<file path="src/rtl/keypad_scanner_if.sv">
// keypad_scanner_if
//   Bundles the keypad-facing lines and the decoded key outputs of
//   keypad_scanner.
//   master : the scanner side (drives columns and the key outputs, reads rows)
//   slave  : the keypad/consumer side (drives rows, reads everything else)
//   Signals:
//     rows      [3:0] row returns, active-high, rows[0] = top row
//     columns   [2:0] one-hot column drive, 3'b100 = left column
//     key       [3:0] last accepted key code (0-9, *=10, #=11)
//     key_valid       one-cycle strobe on an accepted press
//     key_held        high from acceptance until the release is debounced
interface keypad_scanner_if;
  logic [3:0] rows;
  logic [2:0] columns;
  logic [3:0] key;
  logic       key_valid;
  logic       key_held;

  modport master (input rows, output columns, output key, output key_valid, output key_held);
  modport slave  (output rows, input columns, input key, input key_valid, input key_held);
endinterface

</file>
<file path="src/rtl/keypad_scanner.sv">
// keypad_scanner
//   Active scanner for a 3-column x 4-row telephone keypad. Drives one column
//   at a time for SCAN_DIV clocks, samples the rows at the end of each dwell,
//   classifies each three-column frame as NONE / SINGLE(code) / MULTI, and
//   debounces press and release over DEBOUNCE_FRAMES identical frames.
//   Ports:
//     clk    system clock, rising edge
//     reset  asynchronous, active-high reset
//     bus    keypad_scanner_if.master (rows in; columns, key, key_valid,
//            key_held out)
//   Parameters:
//     SCAN_DIV         clocks per column dwell (>=2, >=3 with KEYPAD_SYNC_EN)
//     DEBOUNCE_FRAMES  matching frames needed to accept a press or release
//   Optional feature macro: KEYPAD_SYNC_EN
//     Defined   : rows pass through a 2-flop synchronizer before sampling.
//     Undefined : rows are sampled directly (must be stable within a dwell).
module keypad_scanner #(
  parameter int SCAN_DIV        = 4,
  parameter int DEBOUNCE_FRAMES = 2
) (
  input logic              clk,
  input logic              reset,
  keypad_scanner_if.master bus
);

  localparam int DW = (SCAN_DIV > 1) ? $clog2(SCAN_DIV) : 1;
  localparam int CW = $clog2(DEBOUNCE_FRAMES + 1);
  localparam logic [DW-1:0] DWELL_LAST = DW'(SCAN_DIV - 1);
  localparam logic [CW-1:0] DB_TARGET  = CW'(DEBOUNCE_FRAMES);

  typedef enum logic [1:0] {IDLE, PRESS, HELD, RELEASE} state_t;

  // Key code for a row/column position; column 0 is the left column.
  // The bottom row holds *, 0, # rather than following the 3r+c+1 pattern.
  function automatic logic [3:0] code_of(input logic [1:0] r, input logic [1:0] c);
    if (r == 2'd3) begin
      case (c)
        2'd0:    code_of = 4'd10;
        2'd1:    code_of = 4'd0;
        default: code_of = 4'd11;
      endcase
    end else begin
      code_of = {2'b00, r} * 4'd3 + {2'b00, c} + 4'd1;
    end
  endfunction

  logic [3:0] rows_smp;

`ifdef KEYPAD_SYNC_EN
  logic [3:0] rows_meta;
  logic [3:0] rows_sync;

  always_ff @(posedge clk or posedge reset) begin
    if (reset) begin
      rows_meta <= '0;
      rows_sync <= '0;
    end else begin
      rows_meta <= bus.rows;
      rows_sync <= rows_meta;
    end
  end

  assign rows_smp = rows_sync;
`else
  assign rows_smp = bus.rows;
`endif

  logic [DW-1:0] dwell_q;
  logic [2:0]    col_q;
  logic          sample_now;
  logic          frame_end;

  assign sample_now = (dwell_q == DWELL_LAST);
  assign frame_end  = sample_now && (col_q == 3'b001);

  // Column rotation 100 -> 010 -> 001 -> 100 is a right rotate.
  always_ff @(posedge clk or posedge reset) begin
    if (reset) begin
      dwell_q <= '0;
      col_q   <= 3'b100;
    end else if (sample_now) begin
      dwell_q <= '0;
      col_q   <= {col_q[0], col_q[2:1]};
    end else begin
      dwell_q <= dwell_q + 1'b1;
    end
  end

  logic [1:0] col_idx;
  logic [1:0] smp_cnt;
  logic [3:0] smp_code;

  always_comb begin
    case (col_q)
      3'b100:  col_idx = 2'd0;
      3'b010:  col_idx = 2'd1;
      default: col_idx = 2'd2;
    endcase
  end

  // Saturating count of set row bits in this sample (0, 1 or "2+").
  always_comb begin
    smp_cnt  = 2'd0;
    smp_code = 4'd0;
    for (int r = 0; r < 4; r++) begin
      if (rows_smp[r]) begin
        if (smp_cnt != 2'd2) smp_cnt = smp_cnt + 2'd1;
        smp_code = code_of(2'(r), col_idx);
      end
    end
  end

  // Running frame totals; the left-column sample starts a new frame, so the
  // accumulator is ignored there instead of being cleared separately.
  logic [1:0] acc_cnt_q;
  logic [3:0] acc_code_q;
  logic [1:0] base_cnt;
  logic [2:0] cnt_sum;
  logic [1:0] tot_cnt;
  logic [3:0] tot_code;

  assign base_cnt = (col_q == 3'b100) ? 2'd0 : acc_cnt_q;
  assign cnt_sum  = {1'b0, base_cnt} + {1'b0, smp_cnt};
  assign tot_cnt  = (cnt_sum > 3'd1) ? 2'd2 : cnt_sum[1:0];
  assign tot_code = (smp_cnt == 2'd1) ? smp_code : acc_code_q;

  always_ff @(posedge clk or posedge reset) begin
    if (reset) begin
      acc_cnt_q  <= 2'd0;
      acc_code_q <= 4'd0;
    end else if (sample_now) begin
      acc_cnt_q  <= tot_cnt;
      acc_code_q <= tot_code;
    end
  end

  logic frame_none;
  logic frame_single;
  assign frame_none   = (tot_cnt == 2'd0);
  assign frame_single = (tot_cnt == 2'd1);

  state_t        state_q, state_d;
  logic [CW-1:0] dcount_q, dcount_d;
  logic [CW-1:0] dcount_inc;
  logic [3:0]    cand_q, cand_d;
  logic [3:0]    key_q, key_d;
  logic          valid_q, valid_d;
  logic          held_q, held_d;
  logic          accept;

  assign dcount_inc = dcount_q + 1'b1;

  always_ff @(posedge clk or posedge reset) begin
    if (reset) begin
      state_q  <= IDLE;
      dcount_q <= '0;
      cand_q   <= 4'd0;
      key_q    <= 4'd0;
      valid_q  <= 1'b0;
      held_q   <= 1'b0;
    end else begin
      state_q  <= state_d;
      dcount_q <= dcount_d;
      cand_q   <= cand_d;
      key_q    <= key_d;
      valid_q  <= valid_d;
      held_q   <= held_d;
    end
  end

  // Debounce FSM; it only moves at frame end. key_valid is registered so it
  // rises in the clock after the deciding frame-end sample.
  always_comb begin
    state_d  = state_q;
    dcount_d = dcount_q;
    cand_d   = cand_q;
    key_d    = key_q;
    valid_d  = 1'b0;
    held_d   = held_q;
    accept   = 1'b0;
    if (frame_end) begin
      unique case (state_q)
        IDLE: begin
          if (frame_single) begin
            cand_d   = tot_code;
            dcount_d = CW'(1);
            if (DEBOUNCE_FRAMES == 1) accept = 1'b1;
            else                      state_d = PRESS;
          end
        end
        PRESS: begin
          if (frame_single && (tot_code == cand_q)) begin
            dcount_d = dcount_inc;
            if (dcount_inc == DB_TARGET) accept = 1'b1;
          end else begin
            state_d  = IDLE;
            dcount_d = '0;
          end
        end
        HELD: begin
          if (frame_none) begin
            if (DEBOUNCE_FRAMES == 1) begin
              state_d  = IDLE;
              held_d   = 1'b0;
              dcount_d = '0;
            end else begin
              state_d  = RELEASE;
              dcount_d = CW'(1);
            end
          end
        end
        RELEASE: begin
          if (frame_none) begin
            if (dcount_inc == DB_TARGET) begin
              state_d  = IDLE;
              held_d   = 1'b0;
              dcount_d = '0;
            end else begin
              dcount_d = dcount_inc;
            end
          end else begin
            state_d  = HELD;
            dcount_d = '0;
          end
        end
      endcase
      if (accept) begin
        key_d    = cand_d;
        valid_d  = 1'b1;
        held_d   = 1'b1;
        state_d  = HELD;
        dcount_d = '0;
      end
    end
  end

  assign bus.columns   = col_q;
  assign bus.key       = key_q;
  assign bus.key_valid = valid_q;
  assign bus.key_held  = held_q;

endmodule

</file>
<file path="src/flat_wrapper.sv">
// flat-port wrapper written by rule: the top's interface ports become plain ports
module keypad_scanner_flat 
#(
  parameter int SCAN_DIV        = 4,
  parameter int DEBOUNCE_FRAMES = 2
)
  (clk, reset, bus_rows, bus_columns, bus_key, bus_key_valid, bus_key_held);
  keypad_scanner_if bus_i ();
  input logic clk;
  input logic reset;
  input wire logic [$bits(bus_i.rows)-1:0] bus_rows;
  output wire logic [$bits(bus_i.columns)-1:0] bus_columns;
  output wire logic [$bits(bus_i.key)-1:0] bus_key;
  output wire logic [$bits(bus_i.key_valid)-1:0] bus_key_valid;
  output wire logic [$bits(bus_i.key_held)-1:0] bus_key_held;
  assign bus_i.rows = bus_rows;
  assign bus_columns = bus_i.columns;
  assign bus_key = bus_i.key;
  assign bus_key_valid = bus_i.key_valid;
  assign bus_key_held = bus_i.key_held;
  keypad_scanner #(.SCAN_DIV(SCAN_DIV), .DEBOUNCE_FRAMES(DEBOUNCE_FRAMES)) u_core (.clk(clk), .reset(reset), .bus(bus_i));
endmodule
</file>
<file path="config.mk">
export PLATFORM = sky130hd
export DESIGN_NAME = keypad_scanner_flat
export DESIGN_NICKNAME = d
export VERILOG_FILES = /design/src/rtl/keypad_scanner_if.sv /design/src/rtl/keypad_scanner.sv /design/src/flat_wrapper.sv
export SDC_FILE = /design/constraint.sdc
export NUM_CORES = 1
export LEC_CHECK = 0
export ABC_CLOCK_PERIOD_IN_PS = 4500
export CAP_MARGIN = 20
export CORE_ASPECT_RATIO = 1.25
export CORE_UTILIZATION = 59
export CTS_BUF_LIST = sky130_fd_sc_hd__clkbuf_4 sky130_fd_sc_hd__clkbuf_8
export CTS_CLUSTER_SIZE = 40
export DETAILED_ROUTE_END_ITERATION = 6
export DONT_BUFFER_PORTS = 1
export PLACE_DENSITY = 0.75
export SKIP_LAST_GASP = 1
export SYNTH_ARGS = -nofsm -noshare
export SYNTH_HDL_FRONTEND = slang
export SYNTH_SLANG_ARGS = --single-unit
</file>
<file path="constraint.sdc">
create_clock -name clk -period 4.5 [get_ports clk]
set_clock_uncertainty 0.05 [all_clocks]
set_input_delay 0.9 -clock clk [delete_from_list [all_inputs] [get_ports clk]]
set_output_delay 0.9 -clock clk [all_outputs]
set_load 0.01 [all_outputs]
</file>
==> results of run 1 <==
-- registers in the layout (all words and copies together), names as in the netlist --
register and cells:
u_core.cand_q 4, u_core.acc_cnt_q 2, u_core.bus.key_valid 1, u_core.bus.key 4
u_core.acc_code_q 4, u_core.bus.key_held 1, u_core.state_q 2, u_core.bus.columns 3
u_core.dwell_q 2, u_core.dcount_q 2
-- critical path: stages --
cell	delay, ns
inv_1	0.03
ha_1	0.30
mux2i_1	0.19
ha_1	0.20
nor2_1	0.04
a21oi_1	0.12
ha_1	0.18
fa_1	0.46
nor2_1	0.25
nand4b_1	0.17
nor2_1	0.13
mux2i_1	0.11
nor4_4	0.35
nand3_4	0.17
mux2_4	0.33
-- power by group through the flow --
stage	registers [uW]	logic [uW]	clock network [uW]
floorplan	252	128	0
global placement	254	148	0
detailed placement	254	154	0
CTS	250	155	107
global route	253	174	115
finish	250	158	105
-- stage by stage --
stage | area [sq um] | util (%)
after floorplan | 1620 | -
after detailed placement | 1630 | 64.6
after global placement | 1630 | 64.6
after CTS | 1660 | 65.6
final | 1690 | 66.7
after global routing | 1690 | 66.7
-- synthesized netlist by cell type, drive strengths merged (2+ instances only) --
| cell type | number | share of area (%) |
|---|---|---|
| nand2 | 13 | 3.0 |
| nor3 | 6 | 1.9 |
| a32o | 2 | 1.2 |
| nand3 | 3 | 1.7 |
| buf | 3 | 1.3 |
| mux2 | 5 | 3.9 |
| clkbuf | 5 | 1.2 |
| mux2i | 7 | 4.3 |
| nand3b | 2 | 0.92 |
| nor2 | 15 | 3.5 |
| a31oi | 3 | 3.0 |
| nor2b | 2 | 0.77 |
| dfrtp | 24 | 37 |
| xor2 | 2 | 1.1 |
| xnor2 | 3 | 1.6 |
| or4b | 2 | 1.2 |
| inv | 14 | 3.2 |
| ha | 8 | 6.2 |
| a21oi | 11 | 3.4 |
| and4 | 2 | 1.2 |
| or3 | 2 | 0.77 |
| o21ai | 14 | 4.3 |
| nor4b | 2 | 1.1 |
| nor4 | 2 | 1.7 |
-- layer usage --
| layer | share of wire, % | track usage, % |
|---|---|---|
| met2 | 50 | 42.5 |
| met4 | 2.4 | 15.5 |
| met3 | 2.7 | 3.26 |
| met5 | 0 | 0 |
| met1 | 45 | 28.6 |
-- layout make-up --
type / instances / area (sq um)
multi-input cells: 120 / 903
fillers: 201 / 841
flip-flops and latches: 25 / 627
inverters: 14 / 52.6
well taps: 33 / 41.3
repair buffers: 2 / 35.0
clock buffers: 3 / 22.5
clock inverters: 1 / 5.00
-- cells by family (layout without fill, tap and decap cells) --
group | after synthesis | in the layout | share of synthesized area, %
AND/OR/NAND/NOR | 59 | 59 | 21.6
AO/OA/AOI/OAI | 35 | 35 | 15.7
flip-flops | 25 | 25 | 38.6
buffers and inverters | 22 | 20 | 5.71
multiplexers | 12 | 12 | 8.25
adder cells (fa/ha/maj) | 9 | 9 | 7.40
XOR/XNOR | 5 | 5 | 2.70
-- final timing paths --
kind	start	endpoint	slack [ns]	cells after the start
setup / recovery	bus_rows[0]	u_core.bus.key[3]	0.75	15
hold / removal	reset	u_core.bus.columns[1]	0.28	1
setup reg to reg	u_core.bus.columns[2]	u_core.bus.key[3]	0.80	11
hold reg to reg	u_core.dwell_q[0]	u_core.dwell_q[0]	0.39	1
max in group asynchronous	reset	u_core.bus.columns[2]	3.67	2
min in group clk	u_core.dwell_q[0]	u_core.dwell_q[0]	0.39	1
==> results.sh, run 1 <==
export IMPL_drive_gt1_share_pct=12.7
export IMPL_dp_cells=193
export IMPL_grt_overflow_total=0
export IMPL_drv_cap=0
export IMPL_worstPathMaxFanout=5
export IMPL_period_needed_ns=3.75
export IMPL_crit_type="primary input to flop"
export IMPL_worst_ir_drop_vdd_mv=0.198
export IMPL_whs_ns=0.283
export IMPL_syn_num_nets=182
export IMPL_seqPwrFrac_pct=48.7
export IMPL_async_flop_share_pct=100
export IMPL_start_kind="primary input"
export IMPL_yosys_warnings=0
export IMPL_wl_per_cell_um=15.4
export IMPL_routed_wirelength_mm=3.05
export IMPL_clockBufferDepth=2
export IMPL_fin_setup_tns_ns=0
export IMPL_std_cell_rows=20
export IMPL_grt_pass1_wl_mm=5.31
export IMPL_start_util_pct=64.2
export IMPL_clockPowerShare_pct=20.4
export IMPL_ctsResizeCount=0
export IMPL_hp_class="primary input to asynchronous set/reset pin"
export IMPL_vias=1176
export IMPL_worst_pin_slew_ns=0.673
export IMPL_ant_nets=0
export IMPL_fp_coreArea_sq_mm=0.00253
export IMPL_first_pass_iters=4
export IMPL_clkTransAtPathRegs_ns=0.14
export IMPL_clk_latency_ns=0.33
export IMPL_p_total_uw=513
export IMPL_num_io_pins=15
export IMPL_crit_required_ns=4.69
export IMPL_timing_final_crit_share_pct=83.3
export IMPL_power_frac_comb_pct=30.9
export IMPL_syn_area_per_cell_sq_um=9.72
export IMPL_grt_max_degree=26
export IMPL_dp_hpwl_mm=2.30
export IMPL_setup_ws_ns=0.752
export IMPL_htreeDepth=1
export IMPL_switching_share_pct=32.8
export IMPL_final_hold_viol_count=0
export IMPL_die_area_sq_mm=0.00297
export IMPL_area_delta_synth_final_pct=3.93
export IMPL_switching_power_uw=169
export IMPL_syn_area_sq_mm=0.00162
export IMPL_p_int_uw=345
export IMPL_synthCells=167
export IMPL_final_setup_viol_count=0
export IMPL_nets=181
export IMPL_p_leak_uw=0.000753
export IMPL_fin_cells=198
export IMPL_pre_cts_slack_ns=0.406
export IMPL_antenna_found_initial=0
export IMPL_fmax_mhz=267
export IMPL_cts_tree="yes"
export IMPL_final_cell_mix="dfrtp_1, nor2_1, inv_1, o21ai_0, nand2_1"
export IMPL_die_h_um=60.6
export IMPL_ys_types=46
export IMPL_insertedDiodeCount=0
export IMPL_final_common_cell="dfrtp_1"
export IMPL_arrival_ns=3.94
export IMPL_grt_use_total_pct=24.2
export IMPL_grt_pass1_vias=1192
export IMPL_max_slew_margin_pct=54.5
export IMPL_gp_congestion=0.840
export IMPL_synth_flop_cell="dfrtp_1"
export IMPL_ys_ff_latch=25
export IMPL_rsz0062_at_grt="no"
export IMPL_crit_path_end_kind="flop"
export IMPL_synth_edf_count=0
export IMPL_seq_area_frac_synth_pct=38.6
export IMPL_first_iter_violations=21
export IMPL_portBuffers=0
export IMPL_postCtsSetupBuffers=0
export IMPL_cts_root_buf="clkbuf_4"
export IMPL_drv_slew=0
export IMPL_pwr_density_cell_mw_per_mm2=304
export IMPL_avgViaCountPerCell=5.94
export IMPL_cts_sinks=25
export IMPL_cts_buffers=3
export IMPL_outcome="finished, final reports clean"
export IMPL_drcViolationCount=0
export IMPL_hold_buffers=0
export IMPL_die_x_um=48.9
Note: power is estimated with default switching activity, not from simulation.
==> run 2, diff against run 1 <==
--- a/config.mk
+++ b/config.mk
@@ -5,7 +5,7 @@
 export SDC_FILE = /design/constraint.sdc
 export NUM_CORES = 1
 export LEC_CHECK = 0
-export ABC_CLOCK_PERIOD_IN_PS = 4500
+export ABC_CLOCK_PERIOD_IN_PS = 3900
 export CAP_MARGIN = 20
 export CORE_ASPECT_RATIO = 1.25
 export CORE_UTILIZATION = 59
==> constraint.sdc (replaced) <==
create_clock -name clk -period 3.9 [get_ports clk]
set_clock_uncertainty 0.05 [all_clocks]
set_input_delay 0.78 -clock clk [delete_from_list [all_inputs] [get_ports clk]]
set_output_delay 0.78 -clock clk [all_outputs]
set_load 0.01 [all_outputs]
==> run 2 against run 1 <==
  * Clock-buffer cell count stayed put
  * Register-to-register slack worse by 0.15 ns
  * Critical path depth is 1 lower
  * Sequential power is 16% higher
  * Largest power group unchanged
  * Highest routed layer unchanged
==> results.sh, run 2 (synthesis results as in run 1) <==
export IMPL_outcome="finished, final reports clean"
export IMPL_rsz0062_at_grt="no"
export IMPL_ctsResizeCount=0
export IMPL_cts_root_buf="clkbuf_4"
export IMPL_drv_slew=0
export IMPL_cts_sinks=25
export IMPL_crit_type="primary input to flop"
export IMPL_drive_gt1_share_pct=14.8
export IMPL_clk_latency_ns=0.32
export IMPL_grt_use_total_pct=22.1
export IMPL_portBuffers=0
export IMPL_cts_buffers=3
export IMPL_vias=1197
export IMPL_clkTransAtPathRegs_ns=0.14
export IMPL_arrival_ns=3.68
export IMPL_crit_path_end_kind="flop"
export IMPL_first_pass_iters=4
export IMPL_start_util_pct=64.2
export IMPL_num_io_pins=15
export IMPL_die_x_um=48.9
export IMPL_insertedDiodeCount=0
export IMPL_nets=185
export IMPL_fp_coreArea_sq_mm=0.00253
export IMPL_postCtsSetupBuffers=0
export IMPL_r2r_start="u_core.bus.columns[2]"
export IMPL_dp_hpwl_mm=2.28
export IMPL_worst_pin_slew_ns=0.919
export IMPL_die_h_um=60.6
export IMPL_worstPathMaxFanout=4
export IMPL_wl_per_cell_um=14.9
export IMPL_grt_overflow_total=0
export IMPL_grt_pass1_wl_mm=4.96
export IMPL_period_needed_ns=3.51
export IMPL_antenna_found_initial=0
export IMPL_clockBufferDepth=2
export IMPL_max_slew_margin_pct=38.7
export IMPL_crit_required_ns=4.08
export IMPL_cts_tree="yes"
export IMPL_final_common_cell="dfrtp_1"
export IMPL_drcViolationCount=0
export IMPL_p_leak_uw=0.000765
export IMPL_final_setup_viol_count=0
export IMPL_worst_ir_drop_vdd_mv=0.278
export IMPL_fin_setup_tns_ns=0
export IMPL_grt_max_degree=26
export IMPL_drv_cap=0
export IMPL_hp_class="flop to flop"
export IMPL_start_kind="primary input"
export IMPL_timing_final_crit_share_pct=89.9
export IMPL_std_cell_rows=20
export IMPL_grt_pass1_vias=1137
export IMPL_hold_buffers=0
export IMPL_routed_wirelength_mm=3.02
export IMPL_gp_congestion=0.863
export IMPL_htreeDepth=1
export IMPL_final_hold_viol_count=0
export IMPL_area_delta_synth_final_pct=4.55
export IMPL_p_total_uw=594
export IMPL_fillerInstances=216
export IMPL_first_iter_violations=25
export IMPL_final_cell_mix="dfrtp_1, nor2_1, inv_1, o21ai_0, nand2_1"
export IMPL_min_from="u_core.dwell_q[0]"
export IMPL_ant_nets=0
export IMPL_startpoint="bus_rows[0]"
export IMPL_fmax_mhz=285
export IMPL_die_area_sq_mm=0.00297
export IMPL_avgViaCountPerCell=5.93
export IMPL_pwr_density_cell_mw_per_mm2=350
-- run 2: worst paths after layout --
check                                           to  slack (ns)  depth (start not counted)
worst min-delay path             u_core.dwell_q[0]        0.40                          1
worst max-delay path             u_core.bus.key[3]        0.39                         14
worst max register to register   u_core.bus.key[3]        0.65                         12
worst min register to register   u_core.dwell_q[0]        0.40                          1
max in group asynchronous       u_core.dcount_q[1]        2.76                          1
min in group asynchronous        u_core.bus.key[1]        0.48                          1
-- run 2: per-layer routing --
metal / wire (um) / GRT usage (%)
met5: 0 / 0
met4: 36 / 8.40
met3: 77 / 3.01
met2: 1570 / 40.5
met1: 1330 / 26.8
-- run 2: cell type report --
cell class	instances	area [sq um]	area share (%)
Clock buffer	3	22.5	1.33
Clock inverter	1	5.00	0.295
Timing Repair Buffer	6	45.0	2.65
Tap cell	33	41.3	2.43
Inverter	14	52.6	3.10
Multi-Input combinational cell	120	903	53.2
Sequential cell	25	627	36.9
-- run 2: through the flow --
stage          std cells  hold slack (ns)  area (sq um)  utilization, %  worst slack (ns)
2_1_floorplan        167            0.353          1620               -             0.197
3_3_place_gp         198            0.363          1670            66.0             0.166
3_5_place_dp         198            0.383          1670            66.0            0.0547
4_1_cts              202            0.400          1700            67.1             0.391
5_1_grt              202            0.418          1700            67.1             0.130
6_report             202            0.397          1700            67.1             0.394
-- run 2: worst max-delay path, cell delays in order --
cell and delay, ns:
inv_1 0.03, ha_1 0.29, mux2i_1 0.19, ha_1 0.27
nand2_1 0.07, o21ai_0 0.13, fa_1 0.54, nor2_1 0.16
nand4b_1 0.13, nor2_1 0.12, mux2i_1 0.11, nor4_4 0.35
nand3_4 0.16, mux2_4 0.33
-- run 2: power by group --
group	internal, uW	total, uW	leakage (uW)	switching, uW
combinational	88.2	190	0.000442	102
clock	38.5	115	0.0000177	76.2
sequential	279	290	0.000305	10.7
==> run 3, diff against run 2 <==
--- a/config.mk
+++ b/config.mk
@@ -10,7 +10,6 @@
 export CORE_ASPECT_RATIO = 1.25
 export CORE_UTILIZATION = 59
 export CTS_BUF_LIST = sky130_fd_sc_hd__clkbuf_4 sky130_fd_sc_hd__clkbuf_8
-export CTS_CLUSTER_SIZE = 40
 export DETAILED_ROUTE_END_ITERATION = 6
 export DONT_BUFFER_PORTS = 1
 export PLACE_DENSITY = 0.75
==> results of run 3 <==
Final layout, timing and power as in run 2 (identical DEF).
